**src/rtl/oled_pkg.sv**
```systemverilog
// Shared constants and types for the OLED command sequencer: init table,
// page addressing command bases and the FSM state encodings.
package oled_pkg;

    localparam int INIT_LEN = 25;

    localparam logic [0:INIT_LEN-1][7:0] INIT_TABLE = {
        8'hAE, 8'hD5, 8'h80, 8'hA8, 8'h3F, 8'hD3, 8'h00, 8'h40, 8'h8D, 8'h14,
        8'h20, 8'h02, 8'hA1, 8'hC8, 8'hDA, 8'h12, 8'h81, 8'hCF, 8'hD9, 8'hF1,
        8'hDB, 8'h40, 8'hA4, 8'hA6, 8'hAF
    };

    localparam logic [7:0] PAGE_CMD_BASE = 8'hB0;
    localparam logic [7:0] COL_LO_CMD    = 8'h00;
    localparam logic [7:0] COL_HI_CMD    = 8'h10;

    typedef enum logic [2:0] {
        RST_LOW  = 3'd0,
        RST_WAIT = 3'd1,
        INIT     = 3'd2,
        PAGE_CMD = 3'd3,
        FILL     = 3'd4,
        DONE     = 3'd5
    } oled_state_e;

    typedef enum logic [1:0] {
        ISSUE   = 2'd0,
        WAIT_HI = 2'd1,
        WAIT_LO = 2'd2
    } oled_hs_e;

    // Page addressing triple: select page, then column low/high nibble = 0.
    function automatic logic [7:0] page_cmd_byte(input logic [1:0] idx, input logic [7:0] page);
        case (idx)
            2'd0:    page_cmd_byte = PAGE_CMD_BASE + page;
            2'd1:    page_cmd_byte = COL_LO_CMD;
            default: page_cmd_byte = COL_HI_CMD;
        endcase
    endfunction

endpackage

```
**src/rtl/oled_init_rom.sv**
```systemverilog
// Combinational lookup of the panel power-up command table.
module oled_init_rom
    import oled_pkg::*;
(
    input  logic [4:0] idx_i,
    output logic [7:0] byte_o
);

    always_comb begin
        byte_o = 8'h00;
        for (int i = 0; i < INIT_LEN; i++) begin
            if (idx_i == 5'(i)) begin
                byte_o = INIT_TABLE[i];
            end
        end
    end

endmodule

```
**src/rtl/oled_cmd_seq.sv**
```systemverilog
// OLED bring-up and screen-fill sequencer: reset pulse, init commands, then
// per-page addressing plus data fill, one byte per spi_master handshake.
module oled_cmd_seq
    import oled_pkg::*;
#(
    parameter int RST_CYCLES = 500,
    parameter int NUM_PAGES  = 8,
    parameter int PAGE_COLS  = 128
) (
    input  logic        clk,
    input  logic        rst_n,
    input  logic        refresh,
    input  logic [7:0]  fill_pattern,
    input  logic        busy,
    output logic        send_en,
    output logic        send_dc,
    output logic [7:0]  send_data,
    output logic        oled_rst,
    output logic        done,
    output oled_state_e dbg_state_o
);

    localparam int RW = (RST_CYCLES > 1) ? $clog2(RST_CYCLES) : 1;
    localparam int PW = (NUM_PAGES > 1) ? $clog2(NUM_PAGES) : 1;
    localparam int CW = (PAGE_COLS > 1) ? $clog2(PAGE_COLS) : 1;

    localparam logic [RW-1:0] RST_LAST  = RW'(RST_CYCLES - 1);
    localparam logic [PW-1:0] PAGE_LAST = PW'(NUM_PAGES - 1);
    localparam logic [CW-1:0] COL_LAST  = CW'(PAGE_COLS - 1);
    localparam logic [4:0]    INIT_LAST = 5'(INIT_LEN - 1);

    oled_state_e     state_q;
    oled_hs_e        hs_q;
    logic [RW-1:0]   rst_cnt_q;
    logic [4:0]      init_idx_q;
    logic [1:0]      cmd_idx_q;
    logic [PW-1:0]   page_q;
    logic [CW-1:0]   col_q;
    logic [7:0]      pattern_q;
    logic            send_en_q;
    logic            send_dc_q;
    logic [7:0]      send_data_q;
    logic            oled_rst_q;
    logic            done_q;

    logic [7:0]      rom_byte;
    logic            tx_dc_d;
    logic [7:0]      tx_data_d;

    oled_init_rom u_init_rom (
        .idx_i  (init_idx_q),
        .byte_o (rom_byte)
    );

    // Byte that the current phase would issue next.
    always_comb begin
        tx_dc_d   = 1'b0;
        tx_data_d = 8'h00;
        case (state_q)
            INIT:     tx_data_d = rom_byte;
            PAGE_CMD: tx_data_d = page_cmd_byte(cmd_idx_q, 8'(page_q));
            FILL: begin
                tx_dc_d   = 1'b1;
                tx_data_d = pattern_q;
            end
            default: ;
        endcase
    end

    always_ff @(posedge clk or negedge rst_n) begin
        if (!rst_n) begin
            state_q     <= RST_LOW;
            hs_q        <= ISSUE;
            rst_cnt_q   <= '0;
            init_idx_q  <= '0;
            cmd_idx_q   <= '0;
            page_q      <= '0;
            col_q       <= '0;
            pattern_q   <= 8'h00;
            send_en_q   <= 1'b0;
            send_dc_q   <= 1'b0;
            send_data_q <= 8'h00;
            oled_rst_q  <= 1'b0;
            done_q      <= 1'b0;
        end else begin
            send_en_q <= 1'b0;
            case (state_q)
                RST_LOW: begin
                    if (rst_cnt_q == RST_LAST) begin
                        rst_cnt_q  <= '0;
                        oled_rst_q <= 1'b1;
                        state_q    <= RST_WAIT;
                    end else begin
                        rst_cnt_q <= rst_cnt_q + RW'(1);
                    end
                end
                RST_WAIT: begin
                    if (rst_cnt_q == RST_LAST) begin
                        rst_cnt_q <= '0;
                        hs_q      <= ISSUE;
                        state_q   <= INIT;
                    end else begin
                        rst_cnt_q <= rst_cnt_q + RW'(1);
                    end
                end
                INIT, PAGE_CMD, FILL: begin
                    case (hs_q)
                        ISSUE: begin
                            if (!busy) begin
                                send_en_q   <= 1'b1;
                                send_dc_q   <= tx_dc_d;
                                send_data_q <= tx_data_d;
                                hs_q        <= WAIT_HI;
                            end
                        end
                        WAIT_HI: begin
                            if (busy) begin
                                hs_q <= WAIT_LO;
                            end
                        end
                        WAIT_LO: begin
                            // Byte accepted: advance exactly one position.
                            if (!busy) begin
                                hs_q <= ISSUE;
                                if (state_q == INIT) begin
                                    if (init_idx_q == INIT_LAST) begin
                                        init_idx_q <= '0;
                                        pattern_q  <= fill_pattern;
                                        state_q    <= PAGE_CMD;
                                    end else begin
                                        init_idx_q <= init_idx_q + 5'd1;
                                    end
                                end else if (state_q == PAGE_CMD) begin
                                    if (cmd_idx_q == 2'd2) begin
                                        cmd_idx_q <= '0;
                                        state_q   <= FILL;
                                    end else begin
                                        cmd_idx_q <= cmd_idx_q + 2'd1;
                                    end
                                end else if (col_q == COL_LAST) begin
                                    col_q <= '0;
                                    if (page_q == PAGE_LAST) begin
                                        page_q  <= '0;
                                        done_q  <= 1'b1;
                                        state_q <= DONE;
                                    end else begin
                                        page_q  <= page_q + PW'(1);
                                        state_q <= PAGE_CMD;
                                    end
                                end else begin
                                    col_q <= col_q + CW'(1);
                                end
                            end
                        end
                        default: hs_q <= ISSUE;
                    endcase
                end
                DONE: begin
                    if (refresh) begin
                        pattern_q <= fill_pattern;
                        done_q    <= 1'b0;
                        page_q    <= '0;
                        cmd_idx_q <= '0;
                        col_q     <= '0;
                        hs_q      <= ISSUE;
                        state_q   <= PAGE_CMD;
                    end
                end
                default: state_q <= RST_LOW;
            endcase
        end
    end

    assign send_en     = send_en_q;
    assign send_dc     = send_dc_q;
    assign send_data   = send_data_q;
    assign oled_rst    = oled_rst_q;
    assign done        = done_q;
    assign dbg_state_o = state_q;

endmodule

```
**config.mk**
```make
export PLATFORM = sky130hd
export DESIGN_NAME = oled_cmd_seq
export DESIGN_NICKNAME = d
export VERILOG_FILES = /design/src/rtl/oled_pkg.sv /design/src/rtl/oled_init_rom.sv /design/src/rtl/oled_cmd_seq.sv
export SDC_FILE = /design/constraint.sdc
export NUM_CORES = 1
export LEC_CHECK = 0
export ABC_AREA = 1
export CAP_MARGIN = 20
export CORE_ASPECT_RATIO = 0.75
export CORE_MARGIN = 2
export CORE_UTILIZATION = 60
export DETAILED_ROUTE_END_ITERATION = 10
export DONT_BUFFER_PORTS = 1
export GPL_ROUTABILITY_DRIVEN = 0
export PLACE_DENSITY_LB_ADDON = 0.15
export SYNTH_ARGS = -nofsm -noshare
export SYNTH_HDL_FRONTEND = slang
export SYNTH_SLANG_ARGS = --single-unit
```
**constraint.sdc**
```tcl
create_clock -name clk -period 2.13 [get_ports clk]
set_input_delay 0.3195 -clock clk [delete_from_list [all_inputs] [get_ports clk]]
set_output_delay 0.3195 -clock clk [all_outputs]
set_load 0.01 [all_outputs]
```
Yosys cells after proc, flatten, opt, wreduce, memory -nomap -nowiden

Cells that the tools add are included.

Output and inout port bits: 15
Word-level logic and storage cells: 179
Register bits after elaboration: 51
Input bits: 12

Equality and inequality tests: 54
Reduce and logical (&&, ||, !) cells: 18
Muxes and demuxes: 87
Bitwise operators: 1
Add/sub/neg operators: 6

Operators with widths:

| cell                                                             | count |
|---|---|
| 8-bit 2-to-1 mux                                                 | 30 |
| 3-bit 2-to-1 mux                                                 | 18 |
| 5-bit == test (second input constant)                            | 9 |
| 7-bit 2-to-1 mux                                                 | 6 |
| 5-bit by 4-bit == test with 1-bit output (second input constant) | 8 |
| 8-bit one-hot mux with 2 select lines                            | 2 |
| 2-bit inequality test (second input constant)                    | 12 |
| 8-bit one-hot mux with 3 select lines                            | 1 |
| 6-bit AND reduction                                              | 4 |
| 5-bit by 3-bit == test with 1-bit output (second input constant) | 4 |
| 2-bit 2-to-1 mux                                                 | 10 |
| 8-bit AND reduction                                              | 2 |
| 7-bit one-hot mux with 2 select lines                            | 1 |
| 3-bit inequality test (second input constant)                    | 4 |
| 2-bit one-hot mux with 3 select lines                            | 2 |
| 3-bit one-hot mux with 4 select lines                            | 1 |
| 1-bit 2-to-1 mux                                                 | 11 |
| 5-bit by 2-bit == test with 1-bit output (second input constant) | 2 |
| 9-bit by 1-bit adder with 9-bit output (second input constant)   | 1 |
| 3-bit == test (second input constant)                            | 3 |
| 9-bit == test (second input constant)                            | 1 |
| 9-bit 2-to-1 mux                                                 | 1 |
| 8-bit by 3-bit adder with 8-bit output (first input constant)    | 1 |
| 4-bit inequality test (second input constant)                    | 2 |
| other kinds (26)                                                 | 30 |

Logic depth before layout (Yosys ltp)

Depth after elaboration: 27
Gate-level depth with buffers: 19
Depth with buffers taken out: 19

Hierarchy

From an unflattened synthesis, not the netlist that was laid out.

Cells, all modules: 460
Area, all modules: 3164.3 um^2

Modules (own cells, without submodules):

| module        | area an instance (um^2) | cells each | seq. area each (um^2) | instances |
|---|---|---|---|---|
| oled_cmd_seq  | 2772.7                  | 370        | 1276.2                | 1 |
| oled_init_rom | 391.6                   | 90         | 0.0                   | 1 |

Worst setup path before layout

Ideal clock, no wire load.

Path type: reg-to-reg
Start point: register state_q[2], in the netlist dbg_state_o[2]
End point: register pattern_q[3]
Required time: 2005 ps
Setup slack: 244 ps
Buffers on the path: 0
Period minus slack after synthesis: 1886 ps
Library setup time: 125 ps
Cell stages (with the launch flop): 12
Arrival: 1761 ps
Cell sequence: dfrtp_1 inv_2 nor2_2 inv_4 nor2_4 a21oi_2 inv_2 a21oi_4 inv_4 nor2_4 o21a_4 mux2_4

Word-level cells in the longest chain between the ends: 4
Elaborated cells between the ends (all ways): 13
Classes of those cells: eq/ne (9); mux (1); reduce/logical (3)

Ends and longest elaborated chain:

| what                                                                   | RTL line                                | text |
|---|---|---|
| start, declared                                                        | oled_cmd_seq.sv:32                      | `oled_state_e state_q;` |
| start signal, assigned                                                 | oled_cmd_seq.sv:72                      | `state_q <= RST_LOW;` |
| start signal, assigned                                                 | oled_cmd_seq.sv:92                      | `state_q <= RST_WAIT;` |
| start signal, assigned                                                 | oled_cmd_seq.sv:101                     | `state_q <= INIT;` |
| 3-bit by 2-bit == test with 1-bit output, or another cell as far along | oled_cmd_seq.sv:87, oled_cmd_seq.sv:125 |  |
| 3-bit OR reduction                                                     | oled_cmd_seq.sv:87                      | `case (state_q)` |
| 2-bit inequality test (no line) or 2-bit nonzero test (tied branches)  | n/a                                     |  |
| 6-bit AND reduction (no line)                                          | n/a                                     |  |
| end signal, assigned                                                   | oled_cmd_seq.sv:128                     | `pattern_q <= fill_pattern;` |
| end signal, assigned                                                   | oled_cmd_seq.sv:160                     | `pattern_q <= fill_pattern;` |
| end, declared                                                          | oled_cmd_seq.sv:39                      | `logic [7:0] pattern_q;` |

Parallel ways exist; a longest one is shown, timed or not.
A chain may end at the register's enable or synchronous reset.

Worst setup path after layout

Start point: register init_idx_q[1]
End point: register send_data_q[0], in the netlist send_data[0]

Word-level cells in the longest chain between the ends: 26
Elaborated cells between the ends (all ways): 49
Classes of those cells: eq/ne (24); mux (25)

Ends and longest elaborated chain:

| what                                      | RTL line            | text |
|---|---|---|
| start, declared                           | oled_cmd_seq.sv:35  | `logic [4:0] init_idx_q;` |
| start signal, assigned                    | oled_cmd_seq.sv:131 | `init_idx_q <= init_idx_q + 5'd1;` |
| 5-bit by 1-bit == test with 1-bit output  | oled_init_rom.sv:12 | `if (idx_i == 5'(i)) begin` |
| 8-bit 2-to-1 mux (23 in series)           | oled_init_rom.sv:12 |  |
| 8-bit 2-to-1 mux (*)                      | oled_init_rom.sv:12 |  |
| 8-bit one-hot mux with 3 select lines (*) | oled_cmd_seq.sv:59  | `case (state_q)` |
| end signal, assigned                      | oled_cmd_seq.sv:112 | `send_data_q <= tx_data_d;` |
| end, declared                             | oled_cmd_seq.sv:42  | `logic [7:0] send_data_q;` |

Mark *: on every way between the ends. The rest lies on a longest branch, timed or not.

==> impl_results.md <==
* Result of the run: finished, final reports clean
* Pin count of the biggest net entering global routing at 52
* Register bit count reported by yosys at between 50 and 60
* Synth Instances at 438
* Total Wirelength at 7.32 mm
* Async set or reset register ratio after synthesis at 1.00
* Area of the mapped netlist at 0.00317 mm^2
* Leading cell types in the layout, fill and taps excluded: sky130_fd_sc_hd__nand2_1 (90), sky130_fd_sc_hd__inv_1 (60), sky130_fd_sc_hd__nor2_1 (53)
* Number of global-route vias before repair at 2,634
* Number of synthesized flops with an enable pin at 0
* WP data arrival at 2250 ps
* TritonCTS clock tree: done
* Post-synth top flop: sky130_fd_sc_hd__dfrtp_1
* Worst hold slack at 134 ps
* Fmax at 0.494 GHz
* Count of port buffers added during placement at 0
* Type of destination of the critical path: flop
* Top cells by area in the synthesized netlist: sky130_fd_sc_hd__dfrtp_1 (40%), sky130_fd_sc_hd__nand2_1 (11%), sky130_fd_sc_hd__inv_1 (7.3%)
* Die width at 88.0 um
* Final critical path time including I/O delays and setup at 2020 ps
* Vias per std cell at 5.50
* First-pass GRT wire length at 12.1 mm
* Number of distinct standard cells referenced by the synthesized netlist at 35
* Met1 global-route usage at 0.393
* Drt drc at 0
* Met3 track demand over resource in global routing at 0.0595
* Final HPWL DP at roughly 5.5 mm
* Slew Viols, Final at 0
* Startpoint types: flop
* Leading area contributor after synthesis: sky130_fd_sc_hd__dfrtp_1
* Mean instance size in the synthesized netlist at about 7.2 um^2
* Starting Density at 0.637
* Global-route met2 utilization at 0.392
* Aggregate global-route resource usage at 0.263
* Max FO, Critical Path at 4
* I/O pins at 27
* CTS H-Tree Depth at 2
* Count of antenna diodes in the layout at 0
* Final-report setup violation count at 0
* Class of the tightest hold or removal check: in2reg
* Per-cell routed wire length at 13.8 um
* Power per cell area at 1490 mW/mm^2
* Count of maximum capacitance violations at 0
* FP Rows at 22
* Floorplan die area at between 0.005 and 0.006 mm^2
* Total of warnings raised by yosys at 0
* Via count at 2,920
* Total clock buffers created by CTS at 5
* Clock sinks at between 50 and 60
* Remaining antenna violation count at 0
* Lkg Pwr at 0.00172 uW
* Clock input transition at the sequential cells of the worst setup and hold paths at approximately 100 ps
* Global-route layer with the greatest usage: met1
* Worst rel slew slack at 0.721
* Initial antenna violation count at 0
* Fraction of post-synthesis cell area in the top cell type by area at 0.402
* Synthesized netlist net count at 459
* Remaining global-route overflow at 0
* Pin slew with the least headroom to its limit at slightly above 400 ps
* Layout overhead on the synthesized area at 12.7%
* Number of buffers on the longest clock path at 2
* Number of detailed-routing iterations run before antenna repair at 5
* Most common cell after layout, fill and taps aside: sky130_fd_sc_hd__nand2_1
* WP data required at 2350 ps
* Sequential share of the synthesized area at 0.402
* Core Area at approximately 0.005 mm^2
* Maximum vdd ir drop at 0.751 mV
* Final-stage net count at ~480
* Final period util at 0.950
* Post-route clock skew at 12.5 ps
* Clk_lat worst skew at 310 ps
* Die boundary height at around 67 um
* Worst Setup Path Type: reg2reg
* CTS Root Buffer Type: sky130_fd_sc_hd__clkbuf_8
* Final hold viol count at 0
* Initial DRC Count at 281
* Overall power at approximately 5300 uW
* Fraction of final layout cells with drive strength greater than 1 at 0.139
-- routing by layer --
metal	share of wire	routed length [um]	vias up
met5	0	0	-
met4	0.0046	34	0
met3	0.074	540	4
met2	0.44	3220	102
met1	0.48	3520	1336
li1	-	-	1478
-- repair_timing --
item                                    CTS  global route
buffers inserted                          0             3
gates resized for setup                   1            25
endpoints found under the setup margin    1             8
pin swaps                                 0             1
hold buffers                              2             0
endpoints found under the hold margin    51             0
-- registers in the layout, indices dropped and copies added (netlist names) --
signal       cells
send_data        8
dbg_state_o      3
pattern_q        8
done             1
page_q           3
cmd_idx_q        2
init_idx_q       5
col_q            7
send_en          1
oled_rst         1
rst_cnt_q        9
hs_q             2
send_dc          1
-- cell families after synthesis --
| group | after synthesis | share of synthesized area |
|---|---|---|
| AND/OR/NAND/NOR | 216 | 0.300 |
| AO/OA/AOI/OAI | 85 | 0.155 |
| buffers and inverters | 72 | 0.0899 |
| flip-flops | 51 | 0.402 |
| adder cells (fa/ha/maj) | 9 | 0.0355 |
| XOR/XNOR | 3 | 0.00828 |
| multiplexers | 2 | 0.00946 |
-- per-stage QoR --
step	TNS, ps	utilization	worst slack (ps)	area, um^2	instances
6_report	0	0.718	105	3580	531
3_5_place_dp	0	0.667	21.9	3320	518
2_1_floorplan	0	-	244	3170	438
4_1_cts	0	0.698	80.2	3480	528
3_3_place_gp	0	0.667	154	3320	518
5_1_grt	-36.0	0.718	-28.7	3580	531
-- worst max-delay path, cell delays in order, from the launching register on --
cell	delay, ps
sky130_fd_sc_hd__dfrtp_2	450
sky130_fd_sc_hd__inv_2	80
sky130_fd_sc_hd__ha_1	210
sky130_fd_sc_hd__nand2_2	120
sky130_fd_sc_hd__nor2_2	190
sky130_fd_sc_hd__nor2_1	100
sky130_fd_sc_hd__o21ai_1	150
sky130_fd_sc_hd__nor2_1	60
sky130_fd_sc_hd__o22ai_1	130
sky130_fd_sc_hd__nand2_1	70
sky130_fd_sc_hd__nand2_1	60
sky130_fd_sc_hd__nand2_1	50
sky130_fd_sc_hd__nand2_1	70
sky130_fd_sc_hd__nand2_1	60
sky130_fd_sc_hd__a21oi_1	150
-- synthesized netlist by cell type (2+ instances only) --
master / instances
sky130_fd_sc_hd__o21ai_1: 9
sky130_fd_sc_hd__xor2_1: 3
sky130_fd_sc_hd__inv_1: 62
sky130_fd_sc_hd__nor2_1: 61
sky130_fd_sc_hd__o22ai_1: 12
sky130_fd_sc_hd__nor2_8: 2
sky130_fd_sc_hd__inv_2: 4
sky130_fd_sc_hd__nand4_1: 8
sky130_fd_sc_hd__mux2_4: 2
sky130_fd_sc_hd__nand3_1: 23
sky130_fd_sc_hd__ha_1: 9
sky130_fd_sc_hd__nor2_2: 6
sky130_fd_sc_hd__nor3_1: 18
sky130_fd_sc_hd__dfrtp_1: 51
sky130_fd_sc_hd__nand2_1: 94
sky130_fd_sc_hd__nor2_4: 2
sky130_fd_sc_hd__inv_4: 3
sky130_fd_sc_hd__a21oi_1: 29
sky130_fd_sc_hd__o21ai_0: 24
-- path summary, 6_finish.rpt --
check / start / slack [ps] / depth (start not counted) / to
min in group asynchronous: rst_n / 500 / 2 / send_data[7]
min reg2reg: rst_cnt_q[1] / 520 / 2 / rst_cnt_q[1]
max reg2reg: init_idx_q[1] / 110 / 14 / send_data[0]
min: fill_pattern[2] / 130 / 2 / pattern_q[2]
max: init_idx_q[1] / 110 / 14 / send_data[0]
max in group asynchronous: rst_n / 1360 / 2 / init_idx_q[1]
-- report_power, final --
| part | internal (uW) | leakage, uW | switching, uW |
|---|---|---|---|
| sequential | 1380 | 0.000629 | 384 |
| clock | 354 | 0.0000548 | 325 |
| combinational | 1010 | 0.00104 | 1850 |
-- area by class of cell --
class,count,area (um^2)
Multi-Input combinational cell,315,1690
Tap cell,72,90.1
Sequential cell,51,1280
Timing Repair Buffer,15,135
Inverter,70,270
Clock inverter,3,46.3
Clock buffer,5,68.8
Fill cell,386,1400
Power figures use the tool's default switching activity.
